[src/rtl/regfile_scoreboard.sv]
// regfile_scoreboard: LC-3 register file with write bypass, busy scoreboard and NZP codes.
module regfile_scoreboard #(
  parameter int WIDTH  = 16,
  parameter int ADDR_W = 3
) (
  input  logic              clk,
  input  logic              rst,
  input  logic [ADDR_W-1:0] dr_sel,
  input  logic [WIDTH-1:0]  dr_in,
  input  logic              load_reg,
  input  logic              load_cc,
  input  logic [ADDR_W-1:0] sr1_sel,
  input  logic [ADDR_W-1:0] sr2_sel,
  output logic [WIDTH-1:0]  sr1_out,
  output logic [WIDTH-1:0]  sr2_out,
  output logic              sr1_busy,
  output logic              sr2_busy,
  input  logic              rsv_en,
  input  logic [ADDR_W-1:0] rsv_sel,
  output logic              rsv_ok,
  output logic [2:0]        nzp
);
  localparam int DEPTH = 2 ** ADDR_W;
  logic [WIDTH-1:0] regs [DEPTH];
  logic [DEPTH-1:0] busy;
  logic wr1, wr2, wr_rsv;
  always_comb begin
    wr1      = load_reg && dr_sel == sr1_sel;
    wr2      = load_reg && dr_sel == sr2_sel;
    wr_rsv   = load_reg && dr_sel == rsv_sel;
    sr1_out  = rst ? '0 : wr1 ? dr_in : regs[sr1_sel];
    sr2_out  = rst ? '0 : wr2 ? dr_in : regs[sr2_sel];
    sr1_busy = !rst && busy[sr1_sel] && !wr1;
    sr2_busy = !rst && busy[sr2_sel] && !wr2;
    rsv_ok   = !rst && rsv_en && (!busy[rsv_sel] || wr_rsv);
  end
  // Reservation is applied after the write's clear so a same-index reserve wins.
  always_ff @(posedge clk or posedge rst) begin
    if (rst) begin
      for (int i = 0; i < DEPTH; i++) regs[i] <= '0;
      busy <= '0;
      nzp  <= 3'b010;
    end else begin
      if (load_reg) begin
        regs[dr_sel] <= dr_in;
        busy[dr_sel] <= 1'b0;
      end
      if (rsv_ok) busy[rsv_sel] <= 1'b1;
      if (load_cc) nzp <= {dr_in[WIDTH-1], dr_in == '0, !dr_in[WIDTH-1] && |dr_in};
    end
  end
endmodule

[config.mk]
export PLATFORM = sky130hd
export DESIGN_NAME = regfile_scoreboard
export DESIGN_NICKNAME = d
export VERILOG_FILES = /design/src/rtl/regfile_scoreboard.sv
export SDC_FILE = /design/constraint.sdc
export NUM_CORES = 1
export LEC_CHECK = 0
export ABC_AREA = 1
export ABC_CLOCK_PERIOD_IN_PS = 8100
export CORE_AREA = 10 10 245 130
export CTS_CLUSTER_SIZE = 24
export DETAILED_ROUTE_END_ITERATION = 12
export DIE_AREA = 0 0 255 140
export PLACE_DENSITY = 0.5
export SYNTH_ARGS = -nofsm -noshare
export SYNTH_HDL_FRONTEND = slang
export SYNTH_SLANG_ARGS = --single-unit
[constraint.sdc]
create_clock -name clk -period 8.1 [get_ports clk]
set_input_delay 1.215 -clock clk [delete_from_list [all_inputs] [get_ports clk]]
set_output_delay 1.215 -clock clk [all_outputs]
set_load 0.05 [all_outputs]
Word-level counts from Yosys, hierarchy flattened
Cells that the tools add are included.
Storage, ports and cells
  register bits: 139
  input port bits: 33
  output and inout bits: 38
  logic and storage cells: 75
Operators by class
  $lt $le $gt $ge: 10
  equal/unequal tests: 3
  multiplexer cells: 25
  bitwise logic cells: 6
  reductions and logical operators: 21
Operators with widths (number)
  $mux 16: 9
  $bwmux 128: 1
  $bmux 16 s3: 2
  $demux 16 s3: 1
  $logic_not 16->1: 1
  $lt 3x4->1 const B: 4
  $mux 8: 2
  $reduce_or 16->1: 1
  $logic_and 1x1->1: 13
  $ge 4x4->1 const B: 3
  $not 3->4: 3
  $bmux 1 s3: 3
  $eq 3x3->1: 3
  $and 8x8->8: 1
  $not 8->8: 1
  $or 8x8->8: 1
  $demux 1 s3: 2
  $ge 3x1->1 const B: 2
  $logic_not 1->1: 5
  $mux 1: 5
  $lt 4x1->1 const B: 1
  $logic_or 1x1->1: 1

Longest topological paths before layout
Gate-level depths: netlist of run 1.
  depth in word-level cells: 9
  mapped depth: 10

Least setup slack after synthesis of run 1
No wires, ideal clock.
  path type: input port to output port
  start point: input port rst
  end point: output port sr2_out[10]
  arrival time: 6833 ps
  slack: 52 ps
  cell stages on the path: 4
  cells stage by stage: inv_1 clkbuf_1 o21ai_0 nor2_1
Between the ends
  longest elaborated chain between the ends: 1
Ends and longest elaborated chain
  start, declared: RTL line 7  | input logic rst,
  $mux 16: RTL line 32  | sr2_out = rst ? '0 : wr2 ? dr_in : regs[sr2_sel];
  end, declared: RTL line 15  | output logic [WIDTH-1:0] sr2_out,
No other way between the ends.

Worst setup path after layout of run 1
  start point: input port sr1_sel[2]
  end point: output port sr1_out[1]
Between the ends
  longest elaborated chain between the ends: 6
  elaborated cells on any way between the ends: 8
Ends and longest elaborated chain
  start, declared: RTL line 12  | input logic [ADDR_W-1:0] sr1_sel,
  $not 3->4 (not written as such): RTL line 31  | sr1_out = rst ? '0 : wr1 ? dr_in : regs[sr1_sel];
  $bmux 16 s3: RTL line 31
  $mux 16 (not written as such) (2 in series): RTL line 31
  $mux 16 * (2 in series): RTL line 31
  end, declared: RTL line 14  | output logic [WIDTH-1:0] sr1_out,
Every way passes the cells marked *; elsewhere a longest branch is shown, timed or not. The select of a mux whose other input is x is not followed.

==> summary.txt, run 1 <==
Setup path
  – Worst Reg2Reg Path Length in Cells: 9
  – CP endpoint kind: output pin
  – Worst Setup SP: sr1_sel[2]
  – Critical-path maximum fanout: 33
  – Path type of the worst setup path: in2out
  – Crit path to: sr1_out[1]
  – Worst Path Arrival: 4.74 ns
  – R2r setup slk: 6.84 ns
  – Required @ worst endpoint: 6.88 ns
  – Worst setup SP type: input port
  – RR Startpoint: busy[5]$_DFF_PP0_
  – Reg2reg end: busy[2]$_DFF_PP0_

Drt
  – Top Metal Used: met4
  – DR iter-0 viols: 1,025
  – Met1 WL: 14.2 mm
  – DR WL/cell: 19.0 µm
  – ANT nets after route: 0
  – Drt first pass iters: 6
  – Total Routed Length: 30.1 mm
  – Via-per-instance ratio: 5.19
  – Wire length on met2: 13.9 mm
  – Wire length on met3: 1.52 mm
  – Post-route DRC: 0
  – Vias: 8,215

Timing
  – Hold Slack: 0.487 ns
  – RSZ-0062 raised after global routing: no
  – Final setup TNS: 0 ns
  – Fin Clk Skew: 0.00620 ns
  – Final Cycle Share: 0.736
  – Max Slew Vio Count: 0
  – Fmax: 168 MHz
  – Final Hold Viols: 0
  – Max_slew headroom: 0.221
  – Fin worst setup slack: 2.14 ns
  – Crit path time final: 5.96 ns
  – Worst Max-Slew Pin Slew: 1.17 ns
  – Final setup viols: 0

Status
  – Run status: finished clean

Clock network
  – H-tree levels: 4
  – CTS sink cnt: 139
  – Maximum root-to-sink buffer count: 2
  – CTS buffer count: 17
  – CTS tree: yes
  – CTS Hold Buffers Added: 0
  – Post-CTS Setup Bufs: 0
  – Worst skew pair latency: 0.42 ns
  – CTS resizes: 0
  – CTS root buf: clkbuf_16
  – Clk slew on worst S/H paths: 0.06 ns

Synthesis
  – Mapped Cells: 1,187
  – Post-Syn Nets: 1,220
  – Post-synthesis sequential area ratio: 0.427
  – Mapped Area: 8160 µm²
  – Syn_area_per_cell: 6.87 µm²
  – #FFs+latches synth: 139
  – Distinct cells, synth: 29
  – Yosys warns: 0

Run
  – Max-Cap Viols: 0

Power and ir drop
  – Sw Pwr: 0.000748 W
  – Combinational Power Share: 0.236
  – Leak: 4.40 nW
  – Pwr dens: 234 nW/µm²
  – Sw Share: 0.332
  – Total power: 0.00225 W
  – Reg power frac: 0.410
  – Internal: 0.00150 W
  – Clock power share: 0.354
  – Worst VDD drop: 0.133 mV

Cells and area
  – Layout area overhead: 17.9%
  – # diodes: 0
  – Final net count: 1,243
  – Share of layout cells above drive strength 1: 0.0475
  – Non-filler cells, final: 1,582

Floorplanning
  – Width of the die: 255 µm
  – Core region area: 27,400 µm²
  – Die Y: 140 µm
  – DIE AREA: 35,700 µm²
  – Std cell rows: 43
  – Io pins: 71
  – Initial core utilization: 0.297

Place
  – Pre-CTS WS: 2.13 ns
  – Placed Instances: 1,551
  – Gpl congestion: 0.843
  – Port Buf Inserts: 70
  – DP HPWL: 18.3 mm

Hold path
  – Min-Delay Path Class: reg2reg

Global route
  – First-pass GRT wire length: 46.8 mm
  – Vias in the first global route: 7,643
  – Initial antenna violation count: 0
  – Gr usage total: 0.168
  – Largest net degree at the start of global routing: 92
  – GRT Residual Overflow: 0
[routing by layer]
layer | global-route usage | up-vias
li1 | - | 3972
met1 | 0.229 | 3948
met2 | 0.264 | 262
met3 | 0.0332 | 33
met4 | 0.0461 | 0
met5 | 0 | -
[worst min path at each step]
stage / start / endpoint / slack, ns / cells after the start
after floorplan: busy[5]$_DFF_PP0_ / busy[5]$_DFF_PP0_ / 0.45 / 2
after global placement: regs[89]$_DFFE_PP0P_ / regs[89]$_DFFE_PP0P_ / 0.47 / 2
after detailed placement: nzp[0]$_DFFE_PP0P_ / nzp[0]$_DFFE_PP0P_ / 0.47 / 2
after CTS: regs[17]$_DFFE_PP0P_ / regs[17]$_DFFE_PP0P_ / 0.49 / 2
after global routing: regs[94]$_DFFE_PP0P_ / regs[94]$_DFFE_PP0P_ / 0.51 / 2
final: regs[92]$_DFFE_PP0P_ / regs[92]$_DFFE_PP0P_ / 0.49 / 2
[layout by cell type (no fill, tap or decap), drive strengths merged]
master,Yosys,layout
nor2,80,80
nand3,83,83
nor4,2,2
clkdlybuf4s50,0,68
nand4,8,8
o22ai,1,1
inv,67,67
clkbuf,41,23
o211ai,2,2
xor2,1,1
clkinvlp,0,1
xnor2,3,3
buf,45,22
dfstp,1,1
a21boi,1,1
nor3,7,7
bufinv,0,3
o21ai,232,232
clkinv,2,6
a21oi,134,134
nand2,339,339
dfrtp,138,138
[sequential cells by signal (all words and copies together), names as in the netlist]
signal,count
nzp,3
regs,128
busy,8
[power groups by stage]
stage,sequential (W),combinational (W),clock [W]
2_1_floorplan,0.000908,0.000376,0
3_3_place_gp,0.000928,0.000524,0
3_5_place_dp,0.000928,0.000532,0
4_1_cts,0.000919,0.000533,0.000810
5_1_grt,0.000939,0.000599,0.000843
6_report,0.000924,0.000531,0.000797
[final cells by class]
| cell class | count | area, µm² |
|---|---|---|
| inverters | 69 | 267 |
| fillers | 2942 | 17800 |
| well taps | 360 | 450 |
| multi-input cells | 893 | 4000 |
| flip-flops and latches | 139 | 3480 |
| clock buffers | 23 | 468 |
| repair buffers | 90 | 841 |
| clock inverters | 8 | 118 |
[logic make-up after synthesis]
group                     after synthesis  share of synthesized area
and+or+nand+nor                       519                      0.257
AOI/OAI and AO/OA                     370                      0.228
buffers and inverters                 155                     0.0835
DFF                                   139                      0.427
xor gates and xnor gates                4                    0.00430
[metrics by stage]
stage | util | cell area [µm²]
2_1_floorplan | - | 8160
3_3_place_gp | 0.329 | 9030
3_5_place_dp | 0.329 | 9030
4_1_cts | 0.351 | 9620
5_1_grt | 0.351 | 9620
6_report | 0.351 | 9620
[synth_stat cells (all sizes together)]
cell | n | share of area
a21boi | 1 | 0.00092
a21oi | 134 | 0.082
buf | 45 | 0.032
clkbuf | 41 | 0.019
clkinv | 2 | 0.00092
dfrtp | 138 | 0.42
dfstp | 1 | 0.0032
inv | 67 | 0.031
nand2 | 339 | 0.16
nand3 | 83 | 0.051
nand4 | 8 | 0.0069
nor2 | 80 | 0.037
nor3 | 7 | 0.0043
nor4 | 2 | 0.0015
o211ai | 2 | 0.0018
o21ai | 232 | 0.14
o22ai | 1 | 0.00077
xnor2 | 3 | 0.0032
xor2 | 1 | 0.0011
[critical path: stages]
cell and delay [ns]:
clkdlybuf4s50_1 0.40, buf_4 0.26, inv_4 0.30, nand2_1 0.09
nand2_1 0.07, nand4_2 0.89, o21ai_0 0.57, nor2_1 0.16
clkdlybuf4s50_1 0.75
(Power assumes the default switching activity.)
==> inputs of run 2 (changes only) <==
--- a/config.mk
+++ b/config.mk
@@ -6,7 +6,7 @@
 export NUM_CORES = 1
 export LEC_CHECK = 0
 export ABC_AREA = 1
-export ABC_CLOCK_PERIOD_IN_PS = 8100
+export ABC_CLOCK_PERIOD_IN_PS = 6200
 export CORE_AREA = 10 10 245 130
 export CTS_CLUSTER_SIZE = 24
 export DETAILED_ROUTE_END_ITERATION = 12
==> constraint.sdc (replaced) <==
create_clock -name clk -period 6.2 [get_ports clk]
set_input_delay 0.93 -clock clk [delete_from_list [all_inputs] [get_ports clk]]
set_output_delay 0.93 -clock clk [all_outputs]
set_load 0.05 [all_outputs]
==> summary.txt, run 2 (synthesis gave the netlist of run 1 again) <==
Global route
  – GRT Residual Overflow: 0 (unchanged)
  – First-pass GRT wire length: 46.7 mm (-0.31%)
  – Gr usage total: 0.167 (-0.000452)
  – Largest net degree at the start of global routing: 103 (+12%)
  – Initial antenna violation count: 0 (unchanged)
  – Vias in the first global route: 7,683 (+0.52%)

Clock network
  – Clk slew on worst S/H paths: 0.06 ns (about the same)
  – H-tree levels: 4 (unchanged)
  – Maximum root-to-sink buffer count: 2 (unchanged)
  – CTS resizes: 0 (unchanged)
  – CTS root buf: clkbuf_16
  – Post-CTS Setup Bufs: 0 (unchanged)
  – Worst skew pair latency: 0.43 ns (about the same)
  – CTS Hold Buffers Added: 0 (unchanged)
  – CTS buffer count: 17 (unchanged)
  – CTS tree: yes
  – CTS sink cnt: 139 (unchanged)

Drt
  – DR iter-0 viols: 982 (-4.2%)
  – Drt first pass iters: 6 (unchanged)
  – Post-route DRC: 0 (unchanged)
  – ANT nets after route: 0 (unchanged)
  – Total Routed Length: 29.6 mm (-1.7%)
  – Vias: 8,140 (-0.91%)
  – DR WL/cell: 18.7 µm (-1.7%)
  – Via-per-instance ratio: 5.15 (-0.91%)

Floorplanning
  – DIE AREA: 35,700 µm² (unchanged)
  – Core region area: 27,400 µm² (unchanged)
  – Std cell rows: 43 (unchanged)
  – Io pins: 71 (unchanged)
  – Initial core utilization: 0.297 (unchanged)
  – Width of the die: 255 µm (unchanged)
  – Die Y: 140 µm (unchanged)

Setup path
  – CP endpoint kind: output pin
  – CP max stage delay: 0.83 ns (-0.06 ns)
  – Worst Path Arrival: 4.08 ns (-0.66 ns)
  – Critical-path maximum fanout: 28 (-15%)
  – Critical-path cell list: clkdlybuf4s50_1 > buf_4 > inv_1 > buf_12 > a21oi_1 > o21ai_0 > nand2_1 > a21oi_1 > nor2_1 > nor2_1 > clkdlybuf4s50_1
  – Worst setup SP type: input port
  – CP max-delay cell: clkdlybuf4s50_1
  – Required @ worst endpoint: 5.27 ns (-1.61 ns)
  – Path type of the worst setup path: in2out

Cells and area
  – Most common cell after layout, fill and taps aside: nand2_1
  – Share of layout cells above drive strength 1: 0.0491 (+0.00164)
  – Final net count: 1,243 (unchanged)
  – Most frequent cells in the layout: 337 x nand2_1, 226 x o21ai_0, 138 x dfrtp_1
  – Reg with most FFs: regs
  – # diodes: 0 (unchanged)
  – Fin util: 0.352 (+0.00187)
  – Biggest registers after layout: regs: 128 flops, busy: 8 flops, nzp: 3 flops
  – Layout area overhead: 18.6%
  – Post-Layout Inst Area: 9670 µm² (+0.53%)
  – Max reg flops: 128 (unchanged)

Power and ir drop
  – Worst VDD drop: 0.207 mV (+56%)
  – Pwr dens: 307 nW/µm² (+31%)
  – Leak: 4.41 nW (+0.16%)
  – Total power: 0.00297 W (+32%)

Place
  – Port Buf Inserts: 70 (unchanged)
  – Dpl cell area: 9060 µm² (+0.28%)
  – DP HPWL: 18.4 mm (+0.41%)
  – Gpl congestion: 0.818 (-2.9%)

Timing
  – Worst Max-Slew Pin Slew: 1.21 ns (+0.0456 ns)
  – Final setup viols: 0 (unchanged)
  – Fin Clk Skew: 0.00429 ns (-0.00192 ns)
  – Final Hold Viols: 0 (unchanged)
  – Fmax: 200 MHz
  – RSZ-0062 raised after global routing: no
  – Hold Slack: 0.487 ns (-0.000205 ns)
  – Final Cycle Share: 0.808
  – Max_slew headroom: 0.191 (-0.0305)
  – Crit path time final: 5.01 ns
  – Final setup TNS: 0 ns (unchanged)
  – Max Slew Vio Count: 0 (unchanged)

Hold path
  – Min-Delay Path Class: reg2reg

Run
  – Max-Cap Viols: 0 (unchanged)

Status
  – Run status: finished clean
run 2: cell types whose count changed in the layout (fill, tap and decap cells not counted), sizes merged:
cell      before  now
clkbuf        23   21
clkinvlp       1    5
clkinv         6    4
run 2: final cells by class:
type / instances / area, µm²
timing repair buffer: 90 / 866
fill: 2920 / 17800
sequential: 139 / 3480
tap: 360 / 450
inverter: 69 / 267
clock inverter: 10 / 141
clock buffer: 21 / 470
multi-input combinational: 893 / 4000
run 2: through the flow:
step	worst slack (ns)	cells
final	1.19	1582
after global routing	1.02	1582
after CTS	1.18	1582
after detailed placement	1.20	1551
after global placement	1.21	1551
after floorplan	1.17	1187
run 2: worst paths after layout:
check	startpoint	endpoint	slack, ns	cells past startpoint
worst max-delay path	sr2_sel[1]	sr2_out[1]	1.19	11
worst min-delay path	busy[5]$_DFF_PP0_	busy[5]$_DFF_PP0_	0.49	2
worst max register to register	busy[5]$_DFF_PP0_	busy[6]$_DFF_PP0_	4.90	9
worst min register to register	busy[5]$_DFF_PP0_	busy[5]$_DFF_PP0_	0.49	2
max in group asynchronous	rst	nzp[1]$_DFFE_PP1P_	3.97	3
min in group asynchronous	rst	regs[99]$_DFFE_PP0P_	1.05	2
run 2: where the power goes:
part           internal (W)  leakage [nW]  switching [W]
Clock              0.000662         0.283       0.000408
Combinational      0.000239          2.38       0.000457
Sequential          0.00108          1.75       0.000130
Total               0.00198          4.41       0.000995
run 2: layer usage:
| layer | vias up | part of all wire | GRT usage |
|---|---|---|---|
| li1 | 3972 | - | - |
| met1 | 3869 | 0.47 | 0.230 |
| met2 | 268 | 0.45 | 0.261 |
| met3 | 31 | 0.063 | 0.0342 |
| met4 | 0 | 0.013 | 0.0439 |
| met5 | - | 0 | 0 |
run 2: critical path, delay by kind of cell:
family	cells	cell delay (ns)
buffers and inverters	5	2.51
AO/OA/AOI/OAI	3	0.32
AND/OR/NAND/NOR	3	0.28
==> inputs of run 3 (changes only) <==
--- a/config.mk
+++ b/config.mk
@@ -6,7 +6,7 @@
 export NUM_CORES = 1
 export LEC_CHECK = 0
 export ABC_AREA = 1
-export ABC_CLOCK_PERIOD_IN_PS = 6200
+export ABC_CLOCK_PERIOD_IN_PS = 4800
 export CORE_AREA = 10 10 245 130
 export CTS_CLUSTER_SIZE = 24
 export DETAILED_ROUTE_END_ITERATION = 12
==> constraint.sdc (replaced) <==
create_clock -name clk -period 4.8 [get_ports clk]
set_input_delay 0.72 -clock clk [delete_from_list [all_inputs] [get_ports clk]]
set_output_delay 0.72 -clock clk [all_outputs]
set_load 0.05 [all_outputs]
==> summary.txt, run 3 (synthesis gave the netlist of run 1 again) <==
Setup path
  – Critical-path maximum fanout: 10 (-64%)
  – Worst Path Arrival: 3.15 ns (-0.93 ns)
  – CP max stage delay: 0.85 ns (+0.02 ns)
  – CP endpoint kind: output pin
  – Path type of the worst setup path: in2out
  – CP max-delay cell: clkdlybuf4s50_1
  – Critical-path cell list: clkdlybuf4s50_1 > clkinv_1 > nand3_1 > nand2_1 > nor2_1 > nand2_1 > a21boi_0 > clkdlybuf4s50_1
  – Required @ worst endpoint: 4.08 ns (-1.19 ns)
  – Worst setup SP type: input port

Floorplanning
  – Std cell rows: 43 (unchanged)
  – Io pins: 71 (unchanged)
  – Width of the die: 255 µm (unchanged)
  – Core region area: 27,400 µm² (unchanged)
  – Initial core utilization: 0.297 (unchanged)
  – DIE AREA: 35,700 µm² (unchanged)
  – Die Y: 140 µm (unchanged)

Cells and area
  – Final net count: 1,251 (+0.64%)
  – Biggest registers after layout: regs: 128 flops, busy: 8 flops, nzp: 3 flops
  – Number of fill cells: 2,863 (-2.0%)
  – Non-filler cells, final: 1,592 (+0.63%)
  – Share of layout cells above drive strength 1: 0.0837 (+0.0346)
  – Max reg flops: 128 (unchanged)
  – Most common cell after layout, fill and taps aside: nand2_1
  – Most frequent cells in the layout: 337 x nand2_1, 226 x o21ai_0, 138 x dfrtp_1
  – Reg with most FFs: regs
  – Post-Layout Inst Area: 10,100 µm² (+4.0%)
  – Layout area overhead: 23.4%

Place
  – DP HPWL: 19.3 mm (+4.9%)
  – Port Buf Inserts: 70 (unchanged)
  – Gpl congestion: 0.819 (+0.18%)
  – Placed Instances: 1,559 (+0.52%)
  – Dpl cell area: 9460 µm² (+4.5%)

Global route
  – Vias in the first global route: 7,798 (+1.5%)
  – Gr usage total: 0.168 (+0.000851)
  – Largest net degree at the start of global routing: 101 (-1.9%)
  – GRT Residual Overflow: 0 (unchanged)
  – First-pass GRT wire length: 46.8 mm (+0.28%)
  – Initial antenna violation count: 1 (+1)

Drt
  – Total Routed Length: 30.0 mm (+1.4%)
  – Via-per-instance ratio: 5.23 (+1.7%)
  – Vias: 8,332 (+2.4%)
  – DR iter-0 viols: 1,063 (+8.2%)
  – Post-route DRC: 0 (unchanged)
  – DR WL/cell: 18.9 µm (+0.73%)
  – ANT nets after route: 0 (unchanged)
  – Drt first pass iters: 6 (unchanged)

Clock network
  – CTS root buf: clkbuf_16
  – CTS tree: yes
  – Post-CTS Setup Bufs: 0 (unchanged)
  – CTS Hold Buffers Added: 0 (unchanged)
  – Clk slew on worst S/H paths: 0.05 ns (about the same)
  – CTS buffer count: 17 (unchanged)
  – CTS sink cnt: 139 (unchanged)
  – CTS resizes: 0 (unchanged)
  – H-tree levels: 4 (unchanged)
  – Maximum root-to-sink buffer count: 2 (unchanged)
  – Worst skew pair latency: 0.44 ns (about the same)

Timing
  – Final setup TNS: 0 ns (unchanged)
  – Crit path time final: 3.87 ns
  – Max Slew Vio Count: 0 (unchanged)
  – Fin Clk Skew: 0.00372 ns (-0.000566 ns)
  – Fmax: 258 MHz
  – Final setup viols: 0 (unchanged)
  – RSZ-0062 raised after global routing: no
  – Final Cycle Share: 0.806
  – Max_slew headroom: 0.307 (+0.116)
  – Final Hold Viols: 0 (unchanged)
  – Worst Max-Slew Pin Slew: 1.04 ns (-0.171 ns)

Power and ir drop
  – Leak: 4.63 nW (+4.8%)
  – Worst VDD drop: 0.277 mV (+33%)
  – Pwr dens: 388 nW/µm² (+26%)

Hold path
  – Min-Delay Path Class: reg2reg

Run
  – Max-Cap Viols: 0 (unchanged)

Status
  – Run status: finished clean
-- run 3: changes by cell type in the layout (fill, tap and decap cells not counted), moves of 2 or more --
cell | previous run | this run
buf_12 | 2 | 36
clkbuf_8 | 3 | 1
buf_4 | 18 | 26
clkinvlp_4 | 5 | 2
clkdlybuf4s50_1 | 68 | 34
clkinv_2 | 1 | 5
-- run 3: critical path: cells and delay by family --
kind / cells / cell delay [ns]
AO/OA/AOI/OAI: 1 / 0.16
buffers and inverters: 3 / 1.85
AND/OR/NAND/NOR: 4 / 0.41
-- run 3: per-layer routing --
layer,vias up,global-route usage,share of wire,wire [µm]
li1,3995,-,-,-
met2,273,0.269,0.47,14100
met4,0,0.0514,0.016,491
met1,4034,0.223,0.46,13700
met3,30,0.0349,0.058,1750
met5,-,0,0,0
-- run 3: worst paths after layout --
kind	startpoint	end	slack, ns	cells past startpoint
setup / recovery	rsv_sel[0]	rsv_ok	0.93	8
hold / removal	regs[90]$_DFFE_PP0P_	regs[90]$_DFFE_PP0P_	0.49	2
setup reg to reg	busy[5]$_DFF_PP0_	busy[4]$_DFF_PP0_	3.56	9
hold reg to reg	regs[90]$_DFFE_PP0P_	regs[90]$_DFFE_PP0P_	0.49	2
max in group asynchronous	rst	regs[76]$_DFFE_PP0P_	2.93	3
min in group asynchronous	rst	regs[37]$_DFFE_PP0P_	0.77	2
-- run 3: final cells by class --
| type | instances | area (µm²) | share of cell area |
|---|---|---|---|
| antenna | 1 | 2.50 | 0.000249 |
| clock buffer | 20 | 447 | 0.0444 |
| clock inverter | 12 | 148 | 0.0147 |
| inverter | 69 | 267 | 0.0265 |
| multi-input combinational | 893 | 4000 | 0.398 |
| sequential | 139 | 3480 | 0.346 |
| tap | 360 | 450 | 0.0448 |
| timing repair buffer | 98 | 1270 | 0.126 |
-- run 3: metrics by stage --
stage	total power [W]	hold slack, ns	setup slack, ns	utilization
floorplan	0.00217	0.449	0.194	-
global route	0.00412	0.495	0.761	0.367
global placement	0.00253	0.468	0.980	0.345
finish	0.00391	0.485	0.930	0.367
CTS	0.00392	0.489	0.938	0.367
detailed placement	0.00255	0.473	0.949	0.345
-- run 3: power by group --
| group | leakage (nW) | total [W] | switching [W] | internal, W |
|---|---|---|---|---|
| Combinational | 2.59 | 0.000982 | 0.000606 | 0.000376 |
| Clock | 0.290 | 0.00137 | 0.000539 | 0.000827 |
| Sequential | 1.75 | 0.00156 | 0.000169 | 0.00139 |
| Total | 4.63 | 0.00391 | 0.00131 | 0.00259 |
